`src/rtl/mem_arbiter.sv`:
```
// Round-robin arbiter sharing one fixed-latency memory port between CPU and DMA.
module mem_arbiter #(
   parameter int unsigned WIDTH   = 32,
   parameter int unsigned LATENCY = 2
) (
   input  logic             clk,
   input  logic             reset,
   input  logic             cpu_req,
   input  logic             cpu_we,
   input  logic [WIDTH-1:0] cpu_addr,
   input  logic [WIDTH-1:0] cpu_wdata,
   output logic [WIDTH-1:0] cpu_rdata,
   output logic             cpu_done,
   input  logic             dma_req,
   input  logic             dma_we,
   input  logic [WIDTH-1:0] dma_addr,
   input  logic [WIDTH-1:0] dma_wdata,
   output logic [WIDTH-1:0] dma_rdata,
   output logic             dma_done,
   output logic             mem_en,
   output logic             mem_we,
   output logic [WIDTH-1:0] mem_addr,
   output logic [WIDTH-1:0] mem_wdata,
   input  logic [WIDTH-1:0] mem_rdata,
   output logic             owner
);

   localparam int unsigned CW = 4;

   typedef enum logic [1:0] {IDLE, ACCESS, RESP} state_t;

   state_t           state, state_n;
   logic [CW-1:0]    cnt, cnt_n;
   logic             owner_n, win;
   logic             en_n, we_n, cpu_done_n, dma_done_n;
   logic [WIDTH-1:0] addr_n, wdata_n, cpu_rdata_n, dma_rdata_n;

   // State and all registered outputs; reset aborts any in-flight access.
   always_ff @(posedge clk or posedge reset) begin
      if (reset) begin
         state     <= IDLE;
         cnt       <= '0;
         owner     <= 1'b1;
         mem_en    <= 1'b0;
         mem_we    <= 1'b0;
         mem_addr  <= '0;
         mem_wdata <= '0;
         cpu_rdata <= '0;
         dma_rdata <= '0;
         cpu_done  <= 1'b0;
         dma_done  <= 1'b0;
      end else begin
         state     <= state_n;
         cnt       <= cnt_n;
         owner     <= owner_n;
         mem_en    <= en_n;
         mem_we    <= we_n;
         mem_addr  <= addr_n;
         mem_wdata <= wdata_n;
         cpu_rdata <= cpu_rdata_n;
         dma_rdata <= dma_rdata_n;
         cpu_done  <= cpu_done_n;
         dma_done  <= dma_done_n;
      end
   end

   // Next-state: grant in IDLE, count down the access, pulse done in RESP.
   always_comb begin
      state_n     = state;
      cnt_n       = cnt;
      owner_n     = owner;
      win         = owner;
      en_n        = mem_en;
      we_n        = mem_we;
      addr_n      = mem_addr;
      wdata_n     = mem_wdata;
      cpu_rdata_n = cpu_rdata;
      dma_rdata_n = dma_rdata;
      cpu_done_n  = 1'b0;
      dma_done_n  = 1'b0;
      case (state)
         IDLE: begin
            if (cpu_req || dma_req) begin
               // On a tie the requester not served last time wins.
               win     = (cpu_req && dma_req) ? ~owner : dma_req;
               owner_n = win;
               addr_n  = win ? dma_addr  : cpu_addr;
               wdata_n = win ? dma_wdata : cpu_wdata;
               we_n    = win ? dma_we    : cpu_we;
               en_n    = 1'b1;
               cnt_n   = CW'(LATENCY - 1);
               state_n = ACCESS;
            end
         end
         ACCESS: begin
            if (cnt == '0) begin
               if (!mem_we) begin
                  if (owner) dma_rdata_n = mem_rdata;
                  else       cpu_rdata_n = mem_rdata;
               end
               if (owner) dma_done_n = 1'b1;
               else       cpu_done_n = 1'b1;
               en_n    = 1'b0;
               we_n    = 1'b0;
               state_n = RESP;
            end else begin
               cnt_n = cnt - CW'(1);
            end
         end
         RESP:    state_n = IDLE;
         default: state_n = IDLE;
      endcase
   end

endmodule

```
`config.mk`:
```
export PLATFORM = sky130hd
export DESIGN_NAME = mem_arbiter
export DESIGN_NICKNAME = d
export VERILOG_FILES = /design/src/rtl/mem_arbiter.sv
export SDC_FILE = /design/constraint.sdc
export NUM_CORES = 1
export LEC_CHECK = 0
export CORE_ASPECT_RATIO = 1.75
export CORE_MARGIN = 2
export CORE_UTILIZATION = 36
export DETAILED_ROUTE_END_ITERATION = 10
export GPL_TIMING_DRIVEN = 0
export PLACE_DENSITY_LB_ADDON = 0.15
export REMOVE_ABC_BUFFERS = 1
export SETUP_SLACK_MARGIN = 0.05
export SYNTH_ARGS = -nofsm -noshare
export SYNTH_HDL_FRONTEND = slang
export SYNTH_SLANG_ARGS = --single-unit
```
`constraint.sdc`:
```
create_clock -name clk -period 6 [get_ports clk]
set_input_delay 1.2 -clock clk [delete_from_list [all_inputs] [get_ports clk]]
set_output_delay 1.2 -clock clk [all_outputs]
set_load 0.05 [all_outputs]
```
==> results of run 1 <==
[logic make-up after synthesis]
logic type / Yosys count
compound gates: 10
simple gates: 17
flops: 139
mux: 195
buf+inv: 27
fa+ha+maj: 2
[worst max-delay path by stage]
stage	endpoint	cells past startpoint	slack, ns
finish	owner	1	2.93
global placement	mem_we	4	-3.53
global route	owner	1	2.87
floorplan	mem_addr[0]	3	-0.93
detailed placement	mem_wdata[17]	5	2.76
CTS	owner	1	2.90
[metrics by stage]
step | area (um^2) | std cells | TNS (ns)
2_1_floorplan | 6010 | 369 | -60.69
3_3_place_gp | 9280 | 894 | -336.29
3_5_place_dp | 9460 | 901 | 0
4_1_cts | 10100 | 932 | 0
5_1_grt | 10100 | 932 | 0
6_report | 10100 | 932 | 0
[cell type report]
cell class / count / area [um^2]
well taps: 227 / 284
fillers: 1415 / 6770
clock inverters: 12 / 186
inverters: 6 / 27.5
flip-flops and latches: 139 / 3480
repair buffers: 305 / 3140
multi-input cells: 224 / 2530
clock buffers: 19 / 453
[routing by layer]
metal / routed length [um] / share of wire / up-vias / track usage
met4: 405 / 0.024 / 0 / 0.0702
met1: 5910 / 0.35 / 2117 / 0.188
met3: 1480 / 0.088 / 28 / 0.0521
li1: - / - / 2004 / -
met2: 9050 / 0.54 / 197 / 0.331
met5: 0 / 0 / - / 0
[power breakdown]
group | switching [mW] | total [mW] | leakage [nW] | internal [mW]
Clock | 0.397 | 1.12 | 0.302 | 0.720
Sequential | 0.257 | 1.68 | 1.63 | 1.42
Combinational | 2.30 | 3.83 | 2.27 | 1.53
Total | 2.95 | 6.63 | 4.20 | 3.68
[worst reg2reg max path, stage by stage, from the launching register on]
cell and delay, ns:
sky130_fd_sc_hd__dfrtp_1 0.42, sky130_fd_sc_hd__inv_1 0.10, sky130_fd_sc_hd__ha_1 0.17, sky130_fd_sc_hd__nor3b_1 0.42, sky130_fd_sc_hd__nand4b_1 0.49, sky130_fd_sc_hd__buf_8 0.32, sky130_fd_sc_hd__buf_8 0.17, sky130_fd_sc_hd__mux2_2 0.29
[registers in the layout, summed over array words and instances (netlist names)]
name,cells
cpu_rdata,32
dma_rdata,32
mem_addr,32
mem_wdata,32
cnt,4
state,2
cpu_done,1
dma_done,1
mem_en,1
mem_we,1
owner,1
[placed cells by master (no fill, tap or decap), types with 2 or more instances in the layout]
cell / instances
sky130_fd_sc_hd__o211ai_1: 2
sky130_fd_sc_hd__nor2_1: 3
sky130_fd_sc_hd__buf_12: 2
sky130_fd_sc_hd__inv_6: 3
sky130_fd_sc_hd__clkbuf_16: 17
sky130_fd_sc_hd__clkinvlp_4: 3
sky130_fd_sc_hd__dfrtp_1: 138
sky130_fd_sc_hd__buf_8: 2
sky130_fd_sc_hd__buf_16: 3
sky130_fd_sc_hd__mux2_4: 30
sky130_fd_sc_hd__inv_1: 5
sky130_fd_sc_hd__mux2_2: 164
sky130_fd_sc_hd__clkbuf_8: 2
sky130_fd_sc_hd__clkinv_4: 3
sky130_fd_sc_hd__o21ai_0: 2
sky130_fd_sc_hd__clkdlybuf4s50_1: 298
sky130_fd_sc_hd__bufinv_16: 4
sky130_fd_sc_hd__ha_1: 2
==> run metrics, run 1 <==
number of enable-type register cells in the synthesized netlist 0; initial antenna violation count 0; Pleak 4.21 nW; post-route clock skew 0.00970 ns; cell taking the most area after synthesis sky130_fd_sc_hd__dfrtp_1; dominant cells by area after synthesis sky130_fd_sc_hd__dfrtp_1 (56%), sky130_fd_sc_hd__mux2_2 (30%), sky130_fd_sc_hd__mux2_4 (7.3%); drt via density 4.66; area growth from synthesis to final layout 63.9%; total power 6.63 mW; clock latency reported for the late side of the worst-skew pair 0.41 ns; outcome finished, final reports clean; crit-path leading delay family buffers and inverters; number of iterations in the first detailed-routing pass 4; worst endpoint data arrival time 1.87 ns; Worst R2R End dma_rdata[29]; top cell types by occurrence after synthesis sky130_fd_sc_hd__mux2_2 (164), sky130_fd_sc_hd__dfrtp_1 (138), sky130_fd_sc_hd__mux2_4 (30), sky130_fd_sc_hd__buf_2 (8); largest family of logic cells by synthesized area multiplexers; top-level I/O count 299; worst reg-to-reg path cell count 7; placer's final routability congestion estimate 0.819; post-synthesis area per instance 15.8 um^2; worst slew margin relative to its limit 0.548; path category of the worst min-delay check reg -> reg; maximum number of buffers from clock root to sink 2; utilization after layout 0.599; core area 16900 um^2; register bit total from synthesis 139; Critical Path RT 4.80 ns; CTS Hold Bufs 0; starting utilization of the core area 0.365; Routed Antenna Nets 0; number of max-capacitance violations reported 0; Sink Count 139; Critical Path Start owner; Die H 177 um; count of final setup violators 0; ratio of cells with drive above 1 in the final layout 0.340; Final HPWL DP 13000 um; input/output buffers 298; worst hold start mem_en; actual transition at the worst max-transition pin 0.676 ns; Clock transition at path regs 0.06 ns; Setup WS pre-CTS 2.76 ns; root buffer cell sky130_fd_sc_hd__clkbuf_16; fmax 0.326 GHz; total global routing track utilization 0.180; unrepaired setup endpoints after global routing false; kind of capture point of the worst setup path output port; end of the worst hold path mem_en; H-tree Lvls 4; pin count of the biggest net entering global routing 77; Total Wirelength 16800 um; number of buffers added by the clock tree synthesis step 17; synthesized instance count 390; net count of the finished layout 861; maximum vdd ir drop 0.334 mV; share of cell area taken by muxes after synthesis 0.375; floorplan die area 18200 um^2; Worst Setup Start Kind register; setup slack of the critical path after layout 2.93 ns; number of cells traversed by the worst hold path 1; Row Count 63; hold_ws 0.500 ns; complex-gate fraction of the synthesized area 0.0118; prevailing post-synth register cell sky130_fd_sc_hd__dfrtp_1; number of global-route vias before repair 4628; DRC Markers 0; arithmetic-cell share of the synthesized area counting full adders, half adders and majority gates 0.00406; most frequently used cell type in the post-synthesis netlist sky130_fd_sc_hd__mux2_2; share of the synthesized area in the top cell type 0.561; mapped cell area 6160 um^2; fraction of registers with async set/reset 1.00; power per cell area 657 nW/um^2; Critical Path Slowest Stage Cell sky130_fd_sc_hd__clkdlybuf4s50_1; # Post-CTS Setup Buffers 0; final hold vios 0; total congestion overflow after global routing 0; xor/xnor cell area share of the yosys netlist 0; width of the die 103 um; R2R Setup Slk 3.51 ns; number of library cell types mapped by synthesis 34; biggest cell delay along the critical path 0.83 ns; worst-path maximum fanout 7; DRC marker count from the first detailed-route iteration 110; pins over their slew limit 0; area share of and/or/nand/nor cells after synthesis 0.0173; cells traversed along the worst timing path clkdlybuf4s50_1; CTS resizes 0; part of the cycle the worst path needs 0.511; worst path bufs/invs 1; vias after detailed routing 4346; Worst R2R Start cnt[0]; wire length per cell 18.1 um; antenna cells 0; fraction of the yosys area taken by sequential cells 0.565; time the final worst path needs with I/O delays and setup 3.07 ns; start-to-end type of the worst setup path reg -> out; Yosys warnings 0; global-route wire length before repair 24700 um; CTS tree built
No activity file was read; power rests on OpenSTA's default activity.
==> run 2: changes to the inputs <==
- clock period: 6 -> 2.7 ns (I/O delays scaled with it)
==> results of run 2 <==
The final DEF is identical to that of run 1. Status: finished, final reports clean.
Main changes from that run: setup slack after placement 2.76 ns -> 0.121 ns; setup slack after layout 2.93 ns -> 0.207 ns; start point of the critical path owner -> cnt[0]; end point of the critical path owner -> dma_rdata[29]; register-to-register setup slack 3.51 ns -> 0.21 ns; total power 6.63 mW -> 14.7 mW; worst IR drop on VDD 0.334 mV -> 0.743 mV
==> run 3: changes to the inputs <==
- ABC_CLOCK_PERIOD_IN_PS: default -> 2400
- clock period: 2.7 -> 2.4 ns (I/O delays scaled with it)
==> run metrics, run 3 (synthesis results as in run 1) <==
commonest cells after routing, fill and taps aside sky130_fd_sc_hd__clkdlybuf4s50_1 (297), sky130_fd_sc_hd__mux2_2 (164), sky130_fd_sc_hd__dfrtp_1 (138), sky130_fd_sc_hd__mux2_4 (30), sky130_fd_sc_hd__clkbuf_16 (17) (was sky130_fd_sc_hd__clkdlybuf4s50_1 (298), sky130_fd_sc_hd__mux2_2 (164), sky130_fd_sc_hd__dfrtp_1 (138), sky130_fd_sc_hd__mux2_4 (30), sky130_fd_sc_hd__clkbuf_16 (17)); outcome finished, final reports clean (unchanged); number of buffers added by the clock tree synthesis step 17 (unchanged); vias after detailed routing 4361 (was 4346); Total Wirelength 17200 um (was 16800 um); count of final setup violators 0 (unchanged); total global routing track utilization 0.184 (was 0.180); floorplan die area 18200 um^2 (unchanged); cells traversed along the worst timing path inv_1 -> ha_1 -> or3b_4 -> or4_4 -> mux2_4 (was inv_1 -> ha_1 -> nor3b_1 -> nand4b_1 -> buf_8 -> buf_8 -> mux2_2); cell total after placement 901 (unchanged); Setup Total Neg Slack 0 ns (unchanged); maximum number of buffers from clock root to sink 2 (unchanged); unrepaired setup endpoints after global routing false (unchanged); biggest cell delay along the critical path 0.69 ns (was 0.49 ns); number of global-route vias before repair 4682 (was 4628); placer's final routability congestion estimate 0.819 (unchanged); Clock transition at path regs 0.06 ns (about the same); Non-Filler Instances 935 (was 932); number of filler cells placed in the layout 1416 (was 1415); final hold vios 0 (unchanged); power per cell area 1640 nW/um^2 (was 1460 nW/um^2); Routed Antenna Nets 0 (unchanged); total congestion overflow after global routing 0 (unchanged); starting utilization of the core area 0.365 (unchanged); kind of capture point of the worst setup path register (unchanged); worst endpoint data arrival time 2.57 ns (was 2.78 ns); Critical Path RT 2.69 ns (was 2.98 ns); actual transition at the worst max-transition pin 0.675 ns (was 0.676 ns); drt via density 4.66 (about the same); post-route clock skew 0.00811 ns (was 0.00970 ns); ratio of cells with drive above 1 in the final layout 0.343 (was 0.340); Die H 177 um (unchanged); start-to-end type of the worst setup path reg -> reg (unchanged); CTS tree built (unchanged); area growth from synthesis to final layout 64.5% (was 63.9%); most frequent standard cell in the layout excluding fill and tap cells sky130_fd_sc_hd__clkdlybuf4s50_1 (unchanged); net count of the finished layout 864 (was 861); DRC Markers 0 (unchanged); H-tree Lvls 4 (unchanged); input/output buffers 298 (unchanged); pin count of the biggest net entering global routing 77 (unchanged); global-route wire length before repair 25100 um (was 24700 um); antenna cells 0 (unchanged); time the final worst path needs with I/O delays and setup 2.28 ns (was 2.49 ns); Critical Path Slowest Stage Cell sky130_fd_sc_hd__or4_4 (was sky130_fd_sc_hd__nand4b_1); number of max-capacitance violations reported 0 (unchanged); root buffer cell sky130_fd_sc_hd__clkbuf_16 (unchanged); top-level I/O count 299 (unchanged); fmax 0.439 GHz (was 0.401 GHz); Worst Setup Start Kind register (unchanged); part of the cycle the worst path needs 0.950 (was 0.923); Final HPWL DP 13000 um (unchanged); wire length per cell 18.4 um (was 18.1 um); maximum vdd ir drop 0.915 mV (was 0.743 mV); Pleak 4.22 nW (was 4.21 nW); number of iterations in the first detailed-routing pass 4 (unchanged); Sink Count 139 (unchanged); clock latency reported for the late side of the worst-skew pair 0.41 ns (about the same); pins over their slew limit 0 (unchanged); initial antenna violation count 0 (unchanged); width of the die 103 um (unchanged); DRC marker count from the first detailed-route iteration 103 (was 110); worst slew margin relative to its limit 0.549 (was 0.548); path category of the worst min-delay check reg -> reg (unchanged); worst path bufs/invs 1 (was 3); hold_ws 0.500 ns (about the same); core area 16900 um^2 (unchanged); Row Count 63 (unchanged); crit-path leading delay family simple AND/OR/NAND/NOR gates (unchanged); worst-path maximum fanout 16 (was 15)
==> run 3: cell types whose count changed in the layout (fill, tap and decap cells not counted), sizes merged <==
cell / change
buf: +2
clkdlybuf4s50: -1
dlygate4sd2: +1
or4: +1
==> run 3: timing repair <==
item,4_1_cts,5_1_grt
buffers inserted,1,1
endpoints found under the hold margin,0,0
gates cloned,1,0
endpoints found under the setup margin,48,7
resized for setup,2,0
pin swaps,1,1
hold buffers,0,0
==> run 3: routing by layer <==
| metal | global-route usage | routed length (um) | vias to the layer above |
|---|---|---|---|
| met3 | 0.0521 | 1470 | 25 |
| met2 | 0.341 | 9320 | 197 |
| met4 | 0.0685 | 373 | 0 |
| met5 | 0 | 0 | - |
| met1 | 0.190 | 6030 | 2125 |
| li1 | - | - | 2014 |
==> run 3: worst paths after layout <==
path | from | endpoint | slack [ns] | depth (start not counted)
hold reg to reg | mem_en | mem_en | 0.50 | 1
setup reg to reg | cnt[0] | cpu_rdata[8] | 0.12 | 5
max in group asynchronous | reset | cpu_rdata[16] | 1.09 | 3
setup / recovery | cnt[0] | cpu_rdata[8] | 0.12 | 5
min in group asynchronous | reset | mem_wdata[27] | 0.53 | 2
hold / removal | mem_en | mem_en | 0.50 | 1
==> run 3: layout make-up <==
cell class / instances / area, um^2 / share of cell area
sequential: 139 / 3480 / 0.343
timing repair buffer: 307 / 3160 / 0.312
multi-input combinational: 225 / 2540 / 0.251
clock buffer: 19 / 453 / 0.0447
tap: 227 / 284 / 0.0280
clock inverter: 12 / 186 / 0.0184
inverter: 6 / 27.5 / 0.00272
==> run 3: per-stage QoR <==
stage                     power (mW)  utilization  area, um^2  setup WS [ns]
after detailed placement        13.9        0.561        9460         -0.119
after floorplan                 10.6            -        6010          -3.82
after global placement          13.6        0.550        9280          -6.41
after global routing            17.3        0.601       10100         0.0536
after CTS                       16.8        0.600       10100         0.0978
final                           16.6        0.601       10100          0.121
==> run 3: worst register-to-register path: cells and delay by family (launching register included) <==
family | cells | cell delay (ns)
adder cells (fa/ha/maj) | 1 | 0.17
buffers and inverters | 1 | 0.10
flip-flops | 1 | 0.42
multiplexers | 1 | 0.37
AND/OR/NAND/NOR | 2 | 1.11
==> run 3: where the power goes <==
part | internal (mW) | switching [mW]
logic | 3.85 | 5.77
registers | 3.56 | 0.659
clock network | 1.80 | 0.992
total | 9.21 | 7.42
